File: config.mk
export PLATFORM = sky130hd
export DESIGN_NAME = latch_fifo
export DESIGN_NICKNAME = d
export VERILOG_FILES = /design/src/rtl/fifo_pkg.sv /design/src/rtl/latch_word.sv /design/src/rtl/latch_fifo.sv
export SDC_FILE = /design/constraint.sdc
export NUM_CORES = 1
export LEC_CHECK = 0
export BUFFER_PORTS_ARGS = -buffer_cell sky130_fd_sc_hd__buf_2
export CORE_UTILIZATION = 30
export CTS_BUF_LIST = sky130_fd_sc_hd__clkbuf_2 sky130_fd_sc_hd__clkbuf_4 sky130_fd_sc_hd__clkbuf_8
export DETAILED_ROUTE_END_ITERATION = 12
export GPL_ROUTABILITY_DRIVEN = 1
export GPL_TIMING_DRIVEN = 0
export SETUP_SLACK_MARGIN = 0.2
export SLEW_MARGIN = 20
export SYNTH_ARGS = -nofsm -noshare
export SYNTH_HDL_FRONTEND = slang
export SYNTH_SLANG_ARGS = --single-unit
File: constraint.sdc
create_clock -name CLK -period 4.65 [get_ports CLK]
set_clock_uncertainty 0.2 [all_clocks]
set_input_delay 0.465 -clock CLK [delete_from_list [all_inputs] [get_ports CLK]]
set_output_delay 0.465 -clock CLK [all_outputs]
set_load 0.02 [all_outputs]
File: src/rtl/fifo_pkg.sv
// Sizing, pointer-wrap and parameter-legality helpers shared by the latch FIFO and its storage words.
package fifo_pkg;

  function automatic int ptr_width(input int depth);
    return (depth > 2) ? $clog2(depth) : 1;
  endfunction

  function automatic int cnt_width(input int depth);
    return $clog2(depth + 1);
  endfunction

  // Explicit wrap at depth-1 so non-power-of-two depths never rely on binary overflow.
  function automatic int ptr_next(input int ptr, input int depth);
    return (ptr == depth - 1) ? 0 : ptr + 1;
  endfunction

  function automatic bit params_ok(input int width, input int depth, input int afull_lvl);
    return (width >= 1) && (depth >= 2) && (afull_lvl >= 1) && (afull_lvl <= depth);
  endfunction

endpackage

File: src/rtl/latch_word.sv
// One WIDTH-bit storage word: master/slave latch pair that captures d on the rising CLK edge when we is set.
// Latency: q updates at the capturing edge; no backpressure (pure storage).
module latch_word #(
  parameter int WIDTH = 8
) (
  input  logic             CLK,
  input  logic             we,
  input  logic [WIDTH-1:0] d,
  output logic [WIDTH-1:0] q
);

  logic             m_we;
  logic [WIDTH-1:0] m_d;

  // Master follows enable and data through the low phase; only the value settled at the edge is kept.
  always_latch begin
    if (!CLK) begin
      m_we <= we;
      m_d  <= d;
    end
  end

  always_latch begin
    if (CLK && m_we) begin
      q <= m_d;
    end
  end

endmodule

File: src/rtl/latch_fifo.sv
// Valid/ready FIFO on latch-pair storage words; a pushed word is visible one edge later, no bypass.
// Backpressure: in_ready = ~full, out_valid = ~empty, both decoded from registered count.
module latch_fifo
  import fifo_pkg::*;
#(
  parameter int WIDTH     = 8,
  parameter int DEPTH     = 4,
  parameter int AFULL_LVL = DEPTH - 1
) (
  input  logic                        CLK,
  input  logic                        nRST,
  input  logic                        flush,
  input  logic [WIDTH-1:0]            in_data,
  input  logic                        in_valid,
  output logic                        in_ready,
  output logic [WIDTH-1:0]            out_data,
  output logic                        out_valid,
  input  logic                        out_ready,
  output logic [cnt_width(DEPTH)-1:0] count,
  output logic                        full,
  output logic                        empty,
  output logic                        afull
);

  localparam int PW = ptr_width(DEPTH);
  localparam int CW = cnt_width(DEPTH);

  if (!params_ok(WIDTH, DEPTH, AFULL_LVL)) begin : g_bad_params
    $error("latch_fifo: illegal WIDTH/DEPTH/AFULL_LVL combination");
  end

  logic [PW-1:0]    wr_ptr;
  logic [PW-1:0]    rd_ptr;
  logic             push;
  logic             pop;
  logic [DEPTH-1:0] word_we;
  logic [WIDTH-1:0] word_q [DEPTH];

  assign full      = (count == CW'(DEPTH));
  assign empty     = (count == '0);
  assign afull     = (count >= CW'(AFULL_LVL));
  assign in_ready  = ~full;
  assign out_valid = ~empty;
  assign push      = in_valid & in_ready;
  assign pop       = out_valid & out_ready;

  always_ff @(posedge CLK or negedge nRST) begin
    if (!nRST) begin
      wr_ptr <= '0;
      rd_ptr <= '0;
      count  <= '0;
    end else if (flush) begin
      wr_ptr <= '0;
      rd_ptr <= '0;
      count  <= '0;
    end else begin
      if (push) wr_ptr <= PW'(ptr_next(int'(wr_ptr), DEPTH));
      if (pop)  rd_ptr <= PW'(ptr_next(int'(rd_ptr), DEPTH));
      case ({push, pop})
        2'b10:   count <= count + CW'(1);
        2'b01:   count <= count - CW'(1);
        default: count <= count;
      endcase
    end
  end

  // Flush also blocks the storage write so a discarded push leaves no trace.
  for (genvar i = 0; i < DEPTH; i++) begin : g_word
    assign word_we[i] = push & ~flush & (wr_ptr == PW'(i));

    latch_word #(.WIDTH(WIDTH)) u_word (
      .CLK (CLK),
      .we  (word_we[i]),
      .d   (in_data),
      .q   (word_q[i])
    );
  end

  always_comb begin
    out_data = '0;
    for (int i = 0; i < DEPTH; i++) begin
      if (!empty && (rd_ptr == PW'(i))) out_data = word_q[i];
    end
  end

endmodule

# Yosys cells after proc, flatten, opt, wreduce, memory -nomap -nowiden
# Index checks and enable logic that the tools add are counted.
dict set report word_totals {
  ff_bits 7
  latch_bits 44
  mem_bits_rw 0
  romBits 0
  inputBits 13
  output_inout_bits 16
  memories 0
}
dict set report classes {
  addsub 4
  mul 0
  div 0
  order_cmp 1
  eq_ne 11
  n_shift 0
  mux 26
  n_bitwise 10
  reduce_logical 15
}
# operator n
set ops {}
lappend ops {{$mux W8} 14}
lappend ops {{$mux W2} 6}
lappend ops {{$eq A2 B1 Y1 const B} 5}
lappend ops {{$eq A2 B2 Y1 const B} 5}
lappend ops {{$logic_and A1 B1 Y1} 8}
lappend ops {{$and A1 B1 Y1} 7}
lappend ops {{$pmux W3 S2} 1}
lappend ops {{$add A2 B1 Y2 const B} 2}
lappend ops {{$logic_not A2 Y1} 2}
lappend ops {{$mux W1} 4}
lappend ops {{$reduce_bool A2 Y1} 2}
lappend ops {{$add A3 B1 Y3 const B} 1}
lappend ops {{$eq A3 B3 Y1 const B} 1}
lappend ops {{$ge A3 B2 Y1 const B} 1}
lappend ops {{$logic_not A3 Y1} 1}
lappend ops {{$mux W3} 1}
lappend ops {{$not A1 Y1} 3}
lappend ops {{$reduce_bool A3 Y1} 1}
lappend ops {{$sub A3 B1 Y3 const B} 1}
lappend ops {{$logic_not A1 Y1} 1}

# Longest topological paths before layout
dict set report depth {
  word_depth 7
  depth_mapped 8
  mapped_depth_nobuf 7
}

# Hierarchy
# Synthesis repeated with hierarchy kept, for this count alone.
dict set report unflattened {
  cells_unflattened 201
  area_unflattened_um2 2060.7
}
# mod instances cells_each area_each_um2
set by_module_without_submodules {}
lappend by_module_without_submodules {latch_word 4 18 261.5}
lappend by_module_without_submodules {latch_fifo 1 129 1014.7}

==> summary.txt <==
CTS
  • CTS tree: done
  • Clk_lat worst skew: approximately 0.59 ns
  • Setup Buffers After CTS: 0
  • Clock Pin Slew Worst Setup and Hold Paths: roughly 0.080 ns

Synth
  • Top FF cell, synth: dlxtp_1
  • Mapped cell area: about 1600 um^2
  • Mapped Nets: 207
  • Share of the synthesized area in the top cell type: roughly 30%
  • Netlist cell types: 34
  • Yosys warnings: 0
  • Ys async rst share: between 10% and 20%
  • Post-synth EDFFs: 0
  • Register bit total from synthesis: 51
  • Top post-synthesis cells by count: 32 x dlxtp_1, 21 x a21oi_1, 16 x nand2_1
  • Avg Cell Area, Syn: 8.74 um^2
  • Top cells by area, synth: dlxtp_1 30%, dlxtn_1 11%, dfrtp_1 11%, a21oi_1 6.5%, ha_1 6.2%
  • Largest area contributor in the netlist: dlxtp_1
  • Cell count after synthesis: ~190
  • Most common cell in the netlist: dlxtp_1

Power and ir drop
  • Worst vdd ir: approximately 0.00022 V
  • Power Total: around 740 uW
  • Pwr per Cell Area: roughly 330 nW/um^2
  • P_leak: approximately 1.1 nW

Timing
  • Slew Limit Fails: 0
  • Max-Slew Margin vs Limit: 65.2%
  • Final setup TNS: 0 ns
  • Final Hold Fails: 0
  • Worst Max-Slew Pin Slew: about 0.52 ns
  • Unrepaired setup endpoints after global routing: no
  • Endpoints failing setup: 0

Global route
  • Overflow after GRT: 0
  • Initial antenna violation count: 0
  • GRT Util Overall: 17.0%
  • Largest net degree at the start of global routing: 13
  • Vias in the first global route: between 1,000 and 1,500
  • First-pass GRT wire length: 6.28 mm

Setup path
  • R2R depth: 5
  • Critical path data arrival time: 1.94 ns
  • Worst flop-to-flop path startpoint: count[0]
  • CP Capture Type: latch
  • R2R setup slack: 0.83 ns
  • Critical path fanouts, max: 10
  • CP required: about 2.8 ns
  • Crit Path Category: flop to latch
  • Critical path's slowest cell: dfrtp_1
  • Type of origin of the critical path: flop
  • Slowest stage delay, CP: between 0.4 and 0.5 ns
  • CP Buf/Inv Count: 1
  • Critical path cell sequence: clkbuf_2, or3b_4, nand2_4, nor2_1, and2_1
  • Reg2reg end: g_word[3].u_word.m_we
  • Critical path's top delay family: simple AND/OR/NAND/NOR gates

Die
  • Core area: between 5000 and 6000 um^2
  • Die height: around 75 um
  • Die width: 75.4 um
  • Initial Util: 31.5%
  • Site Rows: 26
  • DIE AREA: roughly 5700 um^2
  • Ports: 29

Run status
  • Status: finished, final reports clean

Cells and area
  • Final core occ: 43.7%
  • Final Cell Area: 2240 um^2
  • Nets: ~270
  • Share of cells above drive strength 1: around 25%
  • Fill count: roughly 550
  • Syn-to-layout area delta: 38.7%
  • Antenna Cells: 0

Job
  • Max_cap viols: 0

Routing
  • DR vias: between 1,000 and 1,500
  • Wire length per cell: roughly 13 um
  • DRT antenna net count: 0
  • DRC viols: 0
  • First DRT Iteration DRCs: 110
  • Final wirelength: around 4 mm
  • Drt first pass iters: 5
  • Vias per inst: ~4.6

Placement
  • Detailed Place HPWL: approximately 2.4 mm
  • Cell Area, Placed: ~1800 um^2
  • IO Port Bufs: 27
  • GPL Wtd Cong: slightly above 0.7

Min path
  • Hold WC Path Type: input port to async pin
## cells by family (layout without fill, tap and decap cells)
logic type	after synthesis	after routing	synth area share (%)
compound gates	46	46	16.4
xor+xnor	2	2	1.08
fa+ha+maj	9	9	7.42
buf+inv	25	85	6.81
flops	7	7	10.8
latches	44	44	40.8
simple gates	52	52	16.6
## metal layers
layer  part of all wire, %  vias to the layer above  global-route usage (%)
met5                     0                        -                       0
met1                    44                      652                    18.7
met3                   6.8                       24                    9.66
li1                      -                      730                       -
met2                    46                       58                    22.0
met4                   3.2                        0                    17.3
## final cells by class
class	count	area, um^2	share of cell area [%]
clock buffer	22	297	13.2
sequential	51	836	37.2
tap	70	87.6	3.90
clock inverter	1	7.51	0.334
timing repair buffer	37	235	10.5
buffer	11	57.6	2.56
multi-input combinational	109	672	29.9
inverter	14	52.6	2.34
## sequential cells by signal, indices dropped and copies added (netlist names)
name / flops
g_word.u_word.m_we: 4
count: 3
g_word.u_word.q: 32
wr_ptr: 2
rd_ptr: 2
g_word.u_word.m_d: 8
## worst reg2reg max path, stage by stage (launching register included)
cell and delay (ns):
dfrtp_1 0.43, clkbuf_2 0.19, or3b_4 0.43, nand2_4 0.09
nor2_1 0.06, and2_1 0.15
## worst max path at each step
stage / from / endpoint / slack [ns] / cells after the start
after floorplan: count[0] / g_word[0].u_word.m_we / 0.75 / 5
after global placement: count[0] / g_word[1].u_word.m_we / 0.79 / 5
after detailed placement: count[0] / g_word[3].u_word.m_we / 0.81 / 5
after CTS: count[0] / g_word[3].u_word.m_we / 0.81 / 5
after global routing: count[0] / g_word[2].u_word.m_we / 0.76 / 5
final: count[0] / g_word[3].u_word.m_we / 0.83 / 5
## report_power, final
| part | total, mW | leakage [nW] | internal [mW] | switching [mW] |
|---|---|---|---|---|
| registers | 0.184 | 0.444 | 0.167 | 0.0171 |
| logic | 0.235 | 0.517 | 0.0900 | 0.145 |
| clock network | 0.318 | 0.164 | 0.200 | 0.117 |
| total | 0.737 | 1.13 | 0.458 | 0.279 |
## cell usage in the layout, fill, tap and decap left out, types with 7 or more instances in the layout
master,synthesis,final
a21oi_1,21,21
a22oi_1,8,8
and2_1,8,8
buf_2,3,30
clkbuf_8,0,21
dfrtp_1,7,7
dlxtn_1,12,12
dlxtp_1,32,32
dlygate4sd3_1,0,10
ha_1,8,8
inv_1,13,13
nand2_1,16,16
nor2_1,11,11
o21ai_0,12,12
## repair_timing
| item | 4_1_cts | 5_1_grt |
|---|---|---|
| gates resized for setup | 0 | 0 |
| hold endpoints to repair | 22 | 0 |
| hold buffers | 10 | 0 |
## per-stage QoR
stage	std cells	setup slack, ns	hold WS [ns]
CTS	315	0.807	0.0146
finish	315	0.826	0.0309
floorplan	185	0.747	-0.0306
global route	315	0.757	0.0183
detailed placement	282	0.807	0.0270
global placement	282	0.793	0.0269
Power figures use the tool's default switching activity.
